$ cat config.mk
export PLATFORM = sky130hd
export DESIGN_NAME = mult_sequencer_gen
export DESIGN_NICKNAME = d
export VERILOG_FILES = /design/src/rtl/mult_sequencer_gen.sv
export SDC_FILE = /design/constraint.sdc
export NUM_CORES = 1
export LEC_CHECK = 0
export ABC_AREA = 1
export CAP_MARGIN = 5
export CORE_UTILIZATION = 27
export DETAILED_ROUTE_END_ITERATION = 12
export PLACE_DENSITY = 0.57
export SLEW_MARGIN = 10
export SYNTH_ARGS = -nofsm -noshare
export SYNTH_HDL_FRONTEND = slang
export SYNTH_SLANG_ARGS = --single-unit
export TNS_END_PERCENT = 100
$ cat constraint.sdc
create_clock -name clock -period 3.7 [get_ports clock]
set_clock_uncertainty 0.1 [all_clocks]
set_input_delay 0.74 -clock clock [delete_from_list [all_inputs] [get_ports clock]]
set_output_delay 0.74 -clock clock [all_outputs]
set_load 0.1 [all_outputs]
$ cat src/rtl/mult_sequencer_gen.sv
// Control sequencer for an n-bit iterative multiplier: issues one datapath
// command per cycle in unsigned add-shift or signed radix-2 Booth mode.
module mult_sequencer_gen #(
  parameter int n = 8,
  localparam int CW = $clog2(n + 1)
) (
  input  logic          clock,
  input  logic          reset,
  input  logic          start,
  input  logic          signed_mode,
  input  logic          Q0,
  input  logic          Qm1,
  output logic          load,
  output logic          add_shift,
  output logic          sub_shift,
  output logic          shift,
  output logic          ready,
  output logic          busy,
  output logic          done,
  output logic          mode_q,
  output logic [CW-1:0] count
);

  typedef enum logic [1:0] {IDLE, LOAD, EVAL, DONE} state_t;

  state_t state;

  always_ff @(posedge clock) begin
    if (reset) begin
      state  <= IDLE;
      count  <= '0;
      mode_q <= 1'b0;
      done   <= 1'b0;
    end else begin
      done <= 1'b0;
      unique case (state)
        IDLE: begin
          if (start) begin
            state  <= LOAD;
            mode_q <= signed_mode;
          end
        end
        LOAD: begin
          state <= EVAL;
          count <= CW'(n);
        end
        EVAL: begin
          count <= count - CW'(1);
          // count reaches 0 together with the last op, so it never wraps
          if (count == CW'(1)) begin
            state <= DONE;
            done  <= 1'b1;
          end
        end
        DONE: begin
          // start must be seen low before another multiply can begin
          if (!start) state <= IDLE;
        end
      endcase
    end
  end

  // Commands: load is Moore in LOAD, EVAL ops follow the live Q0/Qm1 bits
  always_comb begin
    load      = 1'b0;
    add_shift = 1'b0;
    sub_shift = 1'b0;
    shift     = 1'b0;
    case (state)
      LOAD: load = 1'b1;
      EVAL: begin
        if (mode_q) begin
          case ({Q0, Qm1})
            2'b10:   sub_shift = 1'b1;
            2'b01:   add_shift = 1'b1;
            default: shift     = 1'b1;
          endcase
        end else if (Q0) begin
          add_shift = 1'b1;
        end else begin
          shift = 1'b1;
        end
      end
      default: ;
    endcase
  end

  assign ready = (state == IDLE) || (state == DONE);
  assign busy  = (state == LOAD) || (state == EVAL);

endmodule
==> results of run 1 <==
[layer usage]
metal  global-route usage, %  vias up
met5                       0        -
met1                    13.2      223
li1                        -      267
met3                    3.57        2
met2                    19.4       16
met4                    5.29        0
[layout by cell type, fill, tap and decap left out]
cell             synthesis  final
nor2_1                  16     16
inv_1                   12     12
nand2_1                 12     12
clkdlybuf4s50_1          0     11
ha_1                     9      9
dfxtp_1                  8      8
a21oi_1                  6      6
buf_4                    0      5
clkbuf_4                 0      3
nand3_1                  2      2
nor3_1                   2      2
inv_2                    1      1
a211oi_2                 0      1
nor2_4                   1      1
nand3_2                  1      1
and3_2                   1      1
a211oi_1                 2      1
buf_12                   0      1
[registers in the layout, indices dropped and copies added (netlist names)]
name    flops
done        1
state       2
mode_q      1
count       4
[metrics by stage]
stage / cell area [um^2] / instances / hold WS, ns / setup WS (ns)
after CTS: 747 / 118 / 0.442 / 0.836
final: 747 / 118 / 0.435 / 0.849
after detailed placement: 724 / 115 / 0.430 / 0.844
after global placement: 724 / 115 / 0.424 / 0.873
after global routing: 747 / 118 / 0.460 / 0.788
after floorplan: 526 / 73 / 0.393 / 0.398
[layout make-up]
class | instances | area [um^2]
repair buffers | 17 | 168
clock buffers | 3 | 22.5
inverters | 13 | 48.8
flip-flops and latches | 8 | 160
well taps | 25 | 31.3
multi-input cells | 52 | 317
fillers | 200 | 1020
[worst paths after layout]
check,start,endpoint
hold reg to reg,mode_q,mode_q
setup / recovery,Q0,shift
hold / removal,mode_q,mode_q
setup reg to reg,state[0],count[3]
[cell families after synthesis]
| family | after synthesis |
|---|---|
| buffers and inverters | 13 |
| and+or+nand+nor | 35 |
| DFF | 8 |
| AOI/OAI and AO/OA | 8 |
| adders and majority gates | 9 |
[critical path, cell delays in order]
cell and delay (ns):
clkdlybuf4s50_1 0.51, inv_1 0.05, ha_1 0.27, a21oi_1 0.06
nor2_1 0.17, buf_12 0.20
==> flow_metrics.py, run 1 <==
metrics = {
    "clock_tree": {
        "clockRootBuffer": "clkbuf_4",
        "cts_tree": "done",
        "ctsResizeCount": 0,
        "cts.clk_slew.worst_paths_ns": 0.06,
        "holdBufCountCts": 0,
        "clkSinkCount": 8,
        "cts_setup_buffers": 0,
        "clk_latency_ns": 0.26,
        "htree_levels": 1,
        "cts_made_buffers": 3,
        "clockBufferDepth": 2,
    },
    "setup_path": {
        "reg2reg_depth": 7,
        "reg2reg_slack_ns": 2.15,
        "cp-start-kind": "primary input",
        "critPathMaxFanout": 3,
        "arrival_ns": 2.01,
        "crit_type": "in -> out",
        "cp_data_required_time_ns": 2.86,
        "cp-end-kind": "primary output",
    },
    "finish": {
        "drive_gt1_share_pct": 15.1,
        "nNetsFinal": 110,
        "final_util_pct": 42.3,
        "antenna_cells": 0,
        "area_delta_synth_final_pct": 43.5,
    },
    "job": {
        "maxCapViolations": 0,
    },
    "logic_synthesis": {
        "synth_top_cells_by_count": "nor2_1 (16), inv_1 (12), nand2_1 (12), ha_1 (9), dfxtp_1 (8)",
        "async_flop_share_pct": 0,
        "syn_avg_cell_area_um2": 7.13,
        "post-synth-top-count-cell": "nor2_1",
        "yosys.area.top_type_share_pct": 30.8,
        "synth_mux_area_share_pct": 0,
        "synth-compound-area-share_pct": 8.65,
        "syn-cell-area_um2": 520,
        "ys.flop_type": "dfxtp_1",
        "syn_inst": 73,
        "synth_area_leader_cell": "dfxtp_1",
        "synth_top_family_by_area": "simple AND/OR/NAND/NOR gates",
        "synthAdderAreaFrac_pct": 21.6,
        "ys_seq_area_share_pct": 30.8,
        "syn-num-nets": 88,
        "yosysWarnings": 0,
        "synth-simple-area-share_pct": 29.6,
        "synth.ff_latch_count": 8,
        "synth_xor_xnor_area_share_pct": 0,
        "synth_edf_count": 0,
        "synthDistinctLibCells": 13,
        "synth_area_leaders": "dfxtp_1 (31%), ha_1 (22%), nor2_1 (12%)",
    },
    "routing": {
        "dr_wl_met3_um": 74,
        "vias_per_cell": 4.31,
        "routedWlPerCell_um": 8.83,
        "wl_um": 1040,
        "top_layer": "met4",
        "num_vias": 508,
        "route.detailed.drc": 0,
        "ant_nets": 0,
        "met1_length_um": 489,
        "route.met2.wl_um": 465,
        "firstDrtPassIters": 2,
        "drt_iter0_drc": 4,
    },
    "die": {
        "die_w_um": 45.9,
        "die_h_um": 45.9,
        "boundaryPins": 18,
        "rows": 15,
        "core_um2": 1760,
        "dieArea_um2": 2110,
        "initial_core_util_pct": 29.5,
    },
    "min_path": {
        "hp-class": "reg -> reg",
        "min_path_cells": 2,
    },
    "placed_design": {
        "hpwl_um": 814,
        "place.gp.congestion": 0.739,
        "io_buffer_count": 17,
    },
    "status": {
        "status": "finished clean",
    },
    "global_route": {
        "grt_pass1_vias": 460,
        "grt_max_degree": 9,
        "antenna_found_initial": 0,
        "gr-usage-all-layers_pct": 11.6,
        "grt_pass1_wl_um": 1760,
        "grt_overflow": 0,
    },
    "timing": {
        "rsz0062_at_grt": "false",
        "final.min_clock_period_ns": 2.85,
        "drv_slew": 0,
        "fmax_ghz": 0.351,
        "setup-violations-final": 0,
        "finalCritPeriodShare_pct": 77.1,
        "maxSlewHeadroom_pct": 35.7,
        "hold_violations": 0,
        "tightest_slew_ns": 0.962,
        "fin_setup_tns_ns": 0,
    },
}
Power of run 1 is not shown: default switching activity piles up to over one toggle a cycle in this logic, so the estimate is an artifact.
==> run 2, diff against run 1 <==
PLACE_DENSITY = 0.59   (was 0.57)
clock period = 2.6 ns   (was 3.7 ns; I/O delays follow)
==> run 2 against run 1 <==
Compared with the run above: routed wire length rose by 5.9%; register-to-register slack got worse by 1.2 ns; via count rose by 1.6%; sequential cell count did not move; die area did not move; global-route usage fell by 0.081 points; cell count did not move; design area rose by 6.5%; critical path depth did not move; critical endpoint unchanged; largest cell class unchanged; highest routed layer unchanged.
==> flow_metrics.py, run 2 (synthesized netlist as in run 1, its figures left out) <==
metrics = {
    "status": {
        "status": "finished clean",
    },
    "timing": {
        "final.min_clock_period_ns": 2.38,
        "hold_violations": 0,
        "fin_setup_tns_ns": 0,
        "maxSlewHeadroom_pct": 78.4,
        "rsz0062_at_grt": "false",
        "fmax_ghz": 0.420,
        "setup-violations-final": 0,
        "drv_slew": 0,
        "finalCritPeriodShare_pct": 91.7,
        "tightest_slew_ns": 0.325,
    },
    "setup_path": {
        "cp-start-kind": "primary input",
        "arrival_ns": 1.76,
        "cp-end-kind": "primary output",
        "critPathMaxFanout": 3,
        "crit_type": "in -> out",
        "cp_data_required_time_ns": 1.98,
    },
    "clock_tree": {
        "ctsResizeCount": 0,
        "holdBufCountCts": 0,
        "cts_tree": "done",
        "htree_levels": 1,
        "clockBufferDepth": 2,
        "clockRootBuffer": "clkbuf_4",
        "cts.clk_slew.worst_paths_ns": 0.06,
        "clkSinkCount": 8,
        "cts_setup_buffers": 0,
        "cts_made_buffers": 3,
        "clk_latency_ns": 0.26,
    },
    "finish": {
        "largest_registers": "count x4, state x2",
        "final_cell_mix": "nor2_1 (14), inv_1 (12), nand2_1 (12)",
        "antenna_cells": 0,
        "area_delta_synth_final_pct": 52.9,
        "nNetsFinal": 110,
        "largest_reg_flops": 4,
        "top_register": "count",
        "layout_commonest_cell": "nor2_1",
        "drive_gt1_share_pct": 24.7,
    },
    "routing": {
        "drt_iter0_drc": 10,
        "vias_per_cell": 4.37,
        "ant_nets": 0,
        "route.detailed.drc": 0,
        "num_vias": 516,
        "firstDrtPassIters": 4,
        "wl_um": 1100,
        "routedWlPerCell_um": 9.35,
    },
    "min_path": {
        "hp-class": "reg -> reg",
    },
    "global_route": {
        "antenna_found_initial": 0,
        "grt.met1_usage_pct": 13.0,
        "gr-usage-all-layers_pct": 11.5,
        "grt_pass1_vias": 452,
        "grt_overflow": 0,
        "met3_usage_pct": 2.78,
        "busiest_layer": "met2",
        "met2_usage_pct": 20.0,
        "grt_pass1_wl_um": 1750,
        "grt_max_degree": 9,
    },
    "die": {
        "die_h_um": 45.9,
        "die_w_um": 45.9,
        "initial_core_util_pct": 29.5,
        "core_um2": 1760,
        "boundaryPins": 18,
        "rows": 15,
        "dieArea_um2": 2110,
    },
    "placed_design": {
        "place.gp.congestion": 0.717,
        "io_buffer_count": 17,
        "hpwl_um": 880,
    },
    "job": {
        "maxCapViolations": 0,
    },
}
run 2: layout make-up:
| type | count | area (um^2) |
|---|---|---|
| Fill cell | 196 | 968 |
| Sequential cell | 8 | 161 |
| Tap cell | 25 | 31.3 |
| Multi-Input combinational cell | 52 | 329 |
| Clock buffer | 3 | 22.5 |
| Timing Repair Buffer | 17 | 203 |
| Inverter | 13 | 48.8 |
run 2: metal layers:
layer / up-vias / wire [um]
li1: 265 / -
met1: 231 / 509
met2: 17 / 517
met3: 3 / 60
met4: 0 / 16
met5: - / 0
run 2: metrics by stage:
step / hold slack (ns) / std cells / utilization [%] / setup WS [ns] / area [um^2]
after global routing: 0.436 / 118 / 45.1 / 0.168 / 796
after floorplan: 0.393 / 73 / - / 0.0816 / 539
after CTS: 0.418 / 118 / 45.1 / 0.202 / 796
final: 0.415 / 118 / 45.1 / 0.217 / 796
after detailed placement: 0.409 / 115 / 43.8 / 0.209 / 773
after global placement: 0.411 / 115 / 43.8 / 0.233 / 773
run 2: path summary, 6_finish.rpt:
kind,from,slack (ns),cells after the start,end
max,Q0,0.22,6,shift
min,mode_q,0.42,2,mode_q
max reg2reg,state[1],0.95,7,count[3]
min reg2reg,mode_q,0.42,2,mode_q
run 2: worst max-delay path: stages:
cell	delay [ns]
clkdlybuf4s50_1	0.51
inv_1	0.05
ha_1	0.28
a21oi_1	0.17
nor2_2	0.07
buf_12	0.17
Power of run 2 is left out for the same reason.
